===== src/rtl/vga_pkg.sv =====
// Shared VGA-path definitions: screen geometry defaults, colour constants
// and the rectangle fill FSM state encoding.
package vga_pkg;

   localparam int SCREEN_W_DEF = 160;
   localparam int SCREEN_H_DEF = 120;

   localparam logic [2:0] BLACK = 3'b000;
   localparam logic [2:0] WHITE = 3'b111;

   typedef enum logic [1:0] {
      ST_IDLE = 2'd0,
      ST_DRAW = 2'd1,
      ST_DONE = 2'd2
   } fill_state_e;

endpackage


===== src/rtl/rect_fill_engine_if.sv =====
// Request/pixel-stream bundle between the game FSM (master) and the
// rectangle fill engine (slave).
interface rect_fill_engine_if #(
   parameter int X_W      = 8,
   parameter int Y_W      = 7,
   parameter int COLOUR_W = 3
);
   logic                go;
   logic [X_W-1:0]      in_x;
   logic [Y_W-1:0]      in_y;
   logic [X_W-1:0]      in_w;
   logic [Y_W-1:0]      in_h;
   logic [COLOUR_W-1:0] in_colour;
   logic [X_W-1:0]      out_x;
   logic [Y_W-1:0]      out_y;
   logic [COLOUR_W-1:0] out_colour;
   logic                plot;
   logic                busy;
   logic                done;

   modport master (
      output go, in_x, in_y, in_w, in_h, in_colour,
      input  out_x, out_y, out_colour, plot, busy, done
   );

   modport slave (
      input  go, in_x, in_y, in_w, in_h, in_colour,
      output out_x, out_y, out_colour, plot, busy, done
   );
endinterface


===== src/rtl/rect_scan_counter.sv =====
// Raster-order (x fastest) cx/cy counter bounded by the latched width and
// height; flags the final pixel of the rectangle.
module rect_scan_counter #(
   parameter int X_W = 8,
   parameter int Y_W = 7
) (
   input  logic           clock,
   input  logic           resetn,
   input  logic           clear_i,
   input  logic           en_i,
   input  logic [X_W-1:0] w_i,
   input  logic [Y_W-1:0] h_i,
   output logic [X_W-1:0] cx_o,
   output logic [Y_W-1:0] cy_o,
   output logic           last_o
);
   localparam logic [X_W-1:0] X_ONE = X_W'(1);
   localparam logic [Y_W-1:0] Y_ONE = Y_W'(1);

   logic [X_W-1:0] cx_q, cx_d;
   logic [Y_W-1:0] cy_q, cy_d;
   logic           row_end_s;

   // w and h are never zero while enabled, so the -1 cannot wrap in use
   assign row_end_s = (cx_q == (w_i - X_ONE));
   assign last_o    = row_end_s && (cy_q == (h_i - Y_ONE));
   assign cx_o      = cx_q;
   assign cy_o      = cy_q;

   // next-state for the raster counter
   always_comb begin
      cx_d = cx_q;
      cy_d = cy_q;
      if (clear_i) begin
         cx_d = '0;
         cy_d = '0;
      end else if (en_i) begin
         if (row_end_s) begin
            cx_d = '0;
            cy_d = cy_q + Y_ONE;
         end else begin
            cx_d = cx_q + X_ONE;
            cy_d = cy_q;
         end
      end else begin
         cx_d = cx_q;
         cy_d = cy_q;
      end
   end

   // counter registers
   always_ff @(posedge clock) begin
      if (!resetn) begin
         cx_q <= '0;
         cy_q <= '0;
      end else begin
         cx_q <= cx_d;
         cy_q <= cy_d;
      end
   end
endmodule


===== src/rtl/rect_fill_engine.sv =====
// Rectangle fill engine: latches a request on go, streams one clipped pixel
// per clock in raster order, then pulses done.
module rect_fill_engine
   import vga_pkg::*;
#(
   parameter int X_W      = 8,
   parameter int Y_W      = 7,
   parameter int COLOUR_W = 3,
   parameter int SCREEN_W = SCREEN_W_DEF,
   parameter int SCREEN_H = SCREEN_H_DEF
) (
   input logic              clock,
   input logic              resetn,
   rect_fill_engine_if.slave bus
);
   localparam logic [X_W:0] SCREEN_W_L = SCREEN_W[X_W:0];
   localparam logic [Y_W:0] SCREEN_H_L = SCREEN_H[Y_W:0];

   fill_state_e         state_q, state_d;
   logic [X_W-1:0]      x0_q, x0_d, w_q, w_d;
   logic [Y_W-1:0]      y0_q, y0_d, h_q, h_d;
   logic [COLOUR_W-1:0] colour_q, colour_d;
   logic                accept_s, cnt_en_s, last_s;
   logic [X_W-1:0]      cx_s;
   logic [Y_W-1:0]      cy_s;
   logic [X_W:0]        sum_x_s;
   logic [Y_W:0]        sum_y_s;

   rect_scan_counter #(
      .X_W (X_W),
      .Y_W (Y_W)
   ) u_scan (
      .clock   (clock),
      .resetn  (resetn),
      .clear_i (accept_s),
      .en_i    (cnt_en_s),
      .w_i     (w_q),
      .h_i     (h_q),
      .cx_o    (cx_s),
      .cy_o    (cy_s),
      .last_o  (last_s)
   );

   // FSM next state; go is only looked at in IDLE
   always_comb begin
      state_d  = state_q;
      accept_s = 1'b0;
      cnt_en_s = 1'b0;
      case (state_q)
         ST_IDLE: begin
            if (bus.go) begin
               accept_s = 1'b1;
               if ((bus.in_w == '0) || (bus.in_h == '0)) begin
                  state_d = ST_DONE;
               end else begin
                  state_d = ST_DRAW;
               end
            end else begin
               state_d = ST_IDLE;
            end
         end
         ST_DRAW: begin
            cnt_en_s = 1'b1;
            if (last_s) begin
               state_d = ST_DONE;
            end else begin
               state_d = ST_DRAW;
            end
         end
         ST_DONE: state_d = ST_IDLE;
         default: state_d = ST_IDLE;
      endcase
   end

   // request latch next values
   always_comb begin
      x0_d     = x0_q;
      y0_d     = y0_q;
      w_d      = w_q;
      h_d      = h_q;
      colour_d = colour_q;
      if (accept_s) begin
         x0_d     = bus.in_x;
         y0_d     = bus.in_y;
         w_d      = bus.in_w;
         h_d      = bus.in_h;
         colour_d = bus.in_colour;
      end else begin
         x0_d     = x0_q;
         y0_d     = y0_q;
         w_d      = w_q;
         h_d      = h_q;
         colour_d = colour_q;
      end
   end

   // state and latched request registers
   always_ff @(posedge clock) begin
      if (!resetn) begin
         state_q  <= ST_IDLE;
         x0_q     <= '0;
         y0_q     <= '0;
         w_q      <= '0;
         h_q      <= '0;
         colour_q <= '0;
      end else begin
         state_q  <= state_d;
         x0_q     <= x0_d;
         y0_q     <= y0_d;
         w_q      <= w_d;
         h_q      <= h_d;
         colour_q <= colour_d;
      end
   end

   // one extra bit so the clip test sees coordinates past the wrap point
   assign sum_x_s = {1'b0, x0_q} + {1'b0, cx_s};
   assign sum_y_s = {1'b0, y0_q} + {1'b0, cy_s};

   assign bus.out_x      = sum_x_s[X_W-1:0];
   assign bus.out_y      = sum_y_s[Y_W-1:0];
   assign bus.out_colour = colour_q;
   assign bus.plot       = (state_q == ST_DRAW) && (sum_x_s < SCREEN_W_L) && (sum_y_s < SCREEN_H_L);
   assign bus.busy       = (state_q != ST_IDLE);
   assign bus.done       = (state_q == ST_DONE);
endmodule

===== src/flat_wrapper.sv =====
// flat-port wrapper written by rule: the top's interface ports become plain ports
module rect_fill_engine_flat import vga_pkg::*;
#(
   parameter int X_W      = 8,
   parameter int Y_W      = 7,
   parameter int COLOUR_W = 3,
   parameter int SCREEN_W = SCREEN_W_DEF,
   parameter int SCREEN_H = SCREEN_H_DEF
)
  (clock, resetn, bus_go, bus_in_x, bus_in_y, bus_in_w, bus_in_h, bus_in_colour, bus_out_x, bus_out_y, bus_out_colour, bus_plot, bus_busy, bus_done);
  rect_fill_engine_if #(.X_W(X_W), .Y_W(Y_W), .COLOUR_W(COLOUR_W)) bus_i ();
  input logic clock;
  input logic resetn;
  input wire logic [$bits(bus_i.go)-1:0] bus_go;
  input wire logic [$bits(bus_i.in_x)-1:0] bus_in_x;
  input wire logic [$bits(bus_i.in_y)-1:0] bus_in_y;
  input wire logic [$bits(bus_i.in_w)-1:0] bus_in_w;
  input wire logic [$bits(bus_i.in_h)-1:0] bus_in_h;
  input wire logic [$bits(bus_i.in_colour)-1:0] bus_in_colour;
  output wire logic [$bits(bus_i.out_x)-1:0] bus_out_x;
  output wire logic [$bits(bus_i.out_y)-1:0] bus_out_y;
  output wire logic [$bits(bus_i.out_colour)-1:0] bus_out_colour;
  output wire logic [$bits(bus_i.plot)-1:0] bus_plot;
  output wire logic [$bits(bus_i.busy)-1:0] bus_busy;
  output wire logic [$bits(bus_i.done)-1:0] bus_done;
  assign bus_i.go = bus_go;
  assign bus_i.in_x = bus_in_x;
  assign bus_i.in_y = bus_in_y;
  assign bus_i.in_w = bus_in_w;
  assign bus_i.in_h = bus_in_h;
  assign bus_i.in_colour = bus_in_colour;
  assign bus_out_x = bus_i.out_x;
  assign bus_out_y = bus_i.out_y;
  assign bus_out_colour = bus_i.out_colour;
  assign bus_plot = bus_i.plot;
  assign bus_busy = bus_i.busy;
  assign bus_done = bus_i.done;
  rect_fill_engine #(.X_W(X_W), .Y_W(Y_W), .COLOUR_W(COLOUR_W), .SCREEN_W(SCREEN_W), .SCREEN_H(SCREEN_H)) u_core (.clock(clock), .resetn(resetn), .bus(bus_i));
endmodule

===== config.mk =====
export PLATFORM = sky130hd
export DESIGN_NAME = rect_fill_engine_flat
export DESIGN_NICKNAME = d
export VERILOG_FILES = /design/src/rtl/vga_pkg.sv /design/src/rtl/rect_fill_engine_if.sv /design/src/rtl/rect_scan_counter.sv /design/src/rtl/rect_fill_engine.sv /design/src/flat_wrapper.sv
export SDC_FILE = /design/constraint.sdc
export NUM_CORES = 1
export LEC_CHECK = 0
export CAP_MARGIN = 0
export CORE_UTILIZATION = 55
export CTS_CLUSTER_SIZE = 14
export DETAILED_ROUTE_END_ITERATION = 8
export PLACE_DENSITY_LB_ADDON = 0.2
export SETUP_SLACK_MARGIN = 0.4
export SLEW_MARGIN = 5
export SYNTH_ARGS = -nofsm -noshare
export SYNTH_HDL_FRONTEND = slang
export SYNTH_HIERARCHICAL = 1
export SYNTH_SLANG_ARGS = --single-unit
export TNS_END_PERCENT = 10

===== constraint.sdc =====
create_clock -name clock -period 6.91 [get_ports clock]
set_input_delay 1.0365 -clock clock [delete_from_list [all_inputs] [get_ports clock]]
set_output_delay 1.0365 -clock clock [all_outputs]
set_load 0.005 [all_outputs]

# Word level (Yosys, flattened, before mapping)
# Cells that the tools add are included.
[word_totals]
output_inout_bits = 21
regBits = 50
[classes]
addsub = 6
n_mux = 8
reduce_logical = 10
bitwise = 1
eq_ne = 4
n_lt_le_gt_ge = 2
[ops]
columns = ["op", "n"]
rows = [
  ["$add 8x8->9", 1],
  ["$lt 9x8->1 const B", 1],
  ["$add 7x7->8", 1],
  ["$add 8x1->8 const B", 1],
  ["$eq 8x8->1", 1],
  ["$logic_not 8->1", 1],
  ["$lt 8x7->1 const B", 1],
  ["$mux 8", 1],
  ["$sub 8x1->8 const B", 1],
  ["$add 7x1->7 const B", 1],
  ["$eq 7x7->1", 1],
  ["$logic_not 7->1", 1],
  ["$sub 7x1->7 const B", 1],
  ["$mux 2", 3],
  ["$pmux 2 s2", 1],
  ["$logic_and 1x1->1", 3],
  ["$mux 1", 3],
  ["$eq 2x1->1 const B", 1],
  ["$eq 2x2->1 const B", 1],
  ["$logic_not 2->1", 1],
  ["$reduce_and 2->1", 1],
  ["$reduce_bool 2->1", 1],
  ["$reduce_or 2->1", 1],
  ["$logic_or 1x1->1", 1],
  ["$not 1->1", 1],
]

# Longest topological paths before layout
[depth]
word_depth = 5
mapped_depth = 11

# Modules after synthesis
# The synthesis kept the hierarchy.
[by_module_without_submodules]
columns = ["module", "cells_per_inst", "n_inst", "area_each_um2"]
rows = [
  ["rect_fill_engine", 240, 1, 1983.2],
  ["rect_scan_counter", 140, 1, 1152.4],
]

# Worst setup path after synthesis
# OpenSTA, ideal clock, no wires.
[synth_timing]
path_type = "register -> output"
from = "register u_core.u_scan.cx_q[0] (netlist: u_core/u_scan/cx_o[0])"
to = "output port bus_plot"
path_stages_with_launch = 8
path_slack_ns = 3.653
arrival_time_ns = 2.221
path_cell_list = "dfxtp_1 > ha_1 > fa_1 > a211oi_1 > o21ai_0 > o211a_1 > or4_4 > a221oi_2"
[synth_via]
elab_chain_cells = 4
[synth_rtl]
columns = ["item", "line", "text"]
rows = [
  ["start, declared", "rect_scan_counter.sv:20", "logic [X_W-1:0] cx_q, cx_d;"],
  ["start signal, assigned", "rect_scan_counter.sv:54", "cx_q <= '0;"],
  ["start signal, assigned", "rect_scan_counter.sv:57", "cx_q <= cx_d;"],
  ["$add 8x8->9", "rect_fill_engine.sv:117", "assign sum_x_s = {1'b0, x0_q} + {1'b0, cx_s};"],
  ["$lt 9x8->1", "rect_fill_engine.sv:123", "assign bus.plot = (state_q == ST_DRAW) && (sum_x_s < SCREEN_W_L) && (sum_y_s < SCREEN_H_L);"],
  ["$logic_and 1x1->1 (2 in series)", "rect_fill_engine.sv:123", ""],
  ["end, declared", "flat_wrapper.sv:23", "output wire logic [$bits(bus_i.plot)-1:0] bus_plot;"],
]
# No other way between the ends.

# Final worst setup path
# Ends and elaborated chain as after synthesis.

==> results.tsv <==
stage	metric	value	unit
outcome	status	completed	
global_routing	grt_pass1_vias	2639	
yosys	synth_largest_area_cell	dfxtp_1	
global_routing	grt_start_max_net_pins	37	
worst_setup_path	path_class	reg2out	
floorplanning	die-area	6010	sq um
worst_setup_path	cp_max_fo	5	
power_and_ir_drop	ir_worst_vdd	0.128	mV
sta	tns	0	ps
clock_tree	htreeDepth	2	
floorplanning	coreArea	5510	sq um
yosys	yosysWarnings	6	
finish	antenna_cells	0	
worst_setup_path	r2r_cells	8	
worst_setup_path	r2r_end	u_core/u_scan/cy_o[3]	
finish	final_cell_mix	78 x nand2_1, 56 x clkdlybuf4s50_1, 50 x dfxtp_1, 33 x a21boi_0, 19 x ha_1	
power_and_ir_drop	seq_power_share	50.9	%
clock_tree	clock_path_buffers	2	
power_and_ir_drop	p_switching	0.169	mW
global_routing	antenna_found_initial	0	
yosys	synth_xor_area_share	9.22	%
yosys	ys_seq_area_share	31.9	%
detailed_routing	wl_met1	3.57	mm
yosys	postSynthAreaPerCell	8.25	sq um
sta	whs	467	ps
power_and_ir_drop	clkPwrFrac	28.2	%
floorplanning	dieHeight	77.5	um
floorplanning	start_util	56.9	%
clock_tree	clockRootBuffer	clkbuf_8	
clock_tree	clkLatencyLatePin	300	ps
yosys	synth_compound_gate_area_share	20.1	%
floorplanning	io_pins	57	
detailed_routing	dr_wl_met3	329	um
clock_tree	cts_buffers	5	
worst_setup_path	worstSetupStartpointType	flip-flop	
sta	slew_violations	0	
worst_hold_path	whs_path_depth	2	
yosys	syn_nets	437	
power_and_ir_drop	p_int	0.449	mW
sta	fin_crit	4250	ps
clock_tree	cts.sinks	50	
finish	layout-drive-gt1-share	4.17	%
clock_tree	cts_hold_buffers	0	
worst_setup_path	critPathRequiredTime	5870	ps
sta	tightest_slew	958	ps
worst_hold_path	hold_end	u_core/bus.out_colour[2]	
sta	rsz0062_at_grt	false	
global_routing	grtUsageTotal	25.4	%
clock_tree	cts_tree	built	
detailed_routing	vias_per_cell	5.62	
yosys	synth_edf_count	0	
flow_run	maxCapViolations	0	
sta	maxSlewHeadroom	35.8	%
yosys	synth.distinct_cells	51	
power_and_ir_drop	leakagePower	1.48	nW
placement	placed_area	3730	sq um
worst_setup_path	r2r_slack	4100	ps
floorplanning	rows	27	
yosys	ys_ff_latch	50	
placement	gp_congestion	0.855	
floorplanning	die_w	77.5	um
placement	hpwl	5.41	mm
global_routing	grt.overflow.total	0	
placement	portBuffers	56	
sta	setup_viol	0	
power_and_ir_drop	combPwrFrac	20.9	%
yosys	yosys.area_share.simple	25.1	%
detailed_routing	dr_total_vias	2830	
finish	mostFrequentLayoutCell	nand2_1	
detailed_routing	drc_errors	0	
worst_hold_path	min-delay-start	u_core/bus.out_colour[2]	
global_routing	grt_pass1_wl	12.3	mm
worst_setup_path	cp.arrival	3220	ps
yosys	synthTopCellsByArea	dfxtp_1 32%, nand2_1 9.3%, a21boi_0 7.9%	
yosys	synth_area	3140	sq um
sta	skew	7.26	ps
power_and_ir_drop	powerDensity	162	nW/um^2
yosys	synth_top_family_by_area	simple AND/OR/NAND/NOR gates	
yosys	synth-main-ff-cell	dfxtp_1	
worst_setup_path	end_kind	primary output	
finish	nNetsFinal	488	
finish	area_delta_synth_final	21.9	%
yosys	yosys.area.top_type_share	31.9	%
detailed_routing	highest-signal-layer	met4	
worst_setup_path	reg2reg_from	u_core/w_q[0]	
yosys	synth_cells	380	
worst_hold_path	min_path_type	reg2reg	
clock_tree	post_cts_buffers	0	
yosys	muxShareOfSynthArea	0.958	%
yosys	postSynth.asyncResetShare	0	%
power_and_ir_drop	finalPower	0.618	mW
detailed_routing	ant_nets	0	
detailed_routing	dr.pass1.iters	4	
power_and_ir_drop	switching_share	27.3	%
sta	max_freq	0.235	GHz
detailed_routing	met2_length	3.30	mm
finish	final_area	3820	sq um
detailed_routing	drt_iter0_drc	148	
detailed_routing	wire_per_inst	14.4	um
detailed_routing	wl	7.25	mm
sta	hold_violations	0	
clock_tree	cts.reportedPaths.clkPinSlew	90	ps
sta	fin_crit_sh	61.5	%
yosys	synth_adder_area_share	8.86	%
clock_tree	ctsResizeCount	0	
## Yosys cell counts, types with 4 or more instances
cell,n
nand2_1,78
dfxtp_1,50
a21boi_0,33
ha_1,19
xnor2_1,18
a21oi_1,17
xor2_1,15
nor3_1,13
clkbuf_1,11
o21ai_0,11
inv_1,10
nor2_1,10
nand3_1,9
nor2b_1,7
nand2b_1,6
and3_1,5
nor3b_1,5
o211ai_1,5
or4_1,5
nor4_1,4
o31ai_1,4
## power groups by stage
stage / Combinational [mW] / Clock [mW] / Sequential [mW]
after floorplan: 0.0794 / 0 / 0.317
after global placement: 0.125 / 0 / 0.320
after detailed placement: 0.128 / 0 / 0.321
after CTS: 0.129 / 0.178 / 0.314
after global routing: 0.142 / 0.193 / 0.316
final: 0.129 / 0.174 / 0.314
## per-layer routing
metal / track usage [%] / vias up
li1: - / 1445
met1: 35.5 / 1321
met2: 40.4 / 60
met3: 4.24 / 4
met4: 6.60 / 0
met5: 0 / -
## state kept, by name, indices dropped and copies added (netlist names)
name                   count
u_core/bus.out_colour      3
u_core/state_q             2
u_core/w_q                 8
u_core/x0_q                8
u_core/u_scan/cy_o         7
u_core/u_scan/cx_o         8
u_core/h_q                 7
u_core/y0_q                7
## logic make-up (layout without fill, tap and decap cells)
| logic type | Yosys count | count (layout) |
|---|---|---|
| AND/OR/NAND/NOR | 158 | 158 |
| adder cells (fa/ha/maj) | 21 | 21 |
| AO/OA/AOI/OAI | 89 | 89 |
| multiplexers | 3 | 3 |
| XOR/XNOR | 33 | 33 |
| flip-flops | 50 | 50 |
| buffers and inverters | 26 | 78 |
## how the worst max path moves through the flow
stage / from / endpoint / slack [ps]
after floorplan: u_core/u_scan/cx_o[0] / bus_plot / 3650
after global placement: u_core/u_scan/cx_o[0] / bus_plot / 3030
after detailed placement: u_core/u_scan/cx_o[0] / bus_plot / 3000
after CTS: u_core/u_scan/cx_o[0] / bus_plot / 2660
after global routing: u_core/u_scan/cx_o[0] / bus_plot / 2520
final: u_core/u_scan/cx_o[0] / bus_plot / 2660
## critical path, cell delays in order (launching register included)
cell and delay (ps):
dfxtp_1 370, ha_1 240, fa_1 420, a211oi_1 250
o21ai_0 190, o211a_1 170, or4_4 520, a221oi_2 220
clkdlybuf4s50_1 530
## area by class of cell
type,count,area [sq um]
multi-input cells,304,2010
fillers,460,1690
flip-flops and latches,50,1000
repair buffers,59,583
well taps,72,90.1
clock buffers,7,86.3
inverters,11,41.3
clock inverters,1,5.00
## per-stage QoR
step / worst slack [ps] / util (%) / cells
after floorplan: 3650 / - / 380
after global placement: 3030 / 67.7 / 496
after detailed placement: 3000 / 67.7 / 496
after CTS: 2660 / 69.4 / 504
after global routing: 2520 / 69.4 / 504
final: 2660 / 69.4 / 504
No activity file was read; power rests on OpenSTA's default activity.
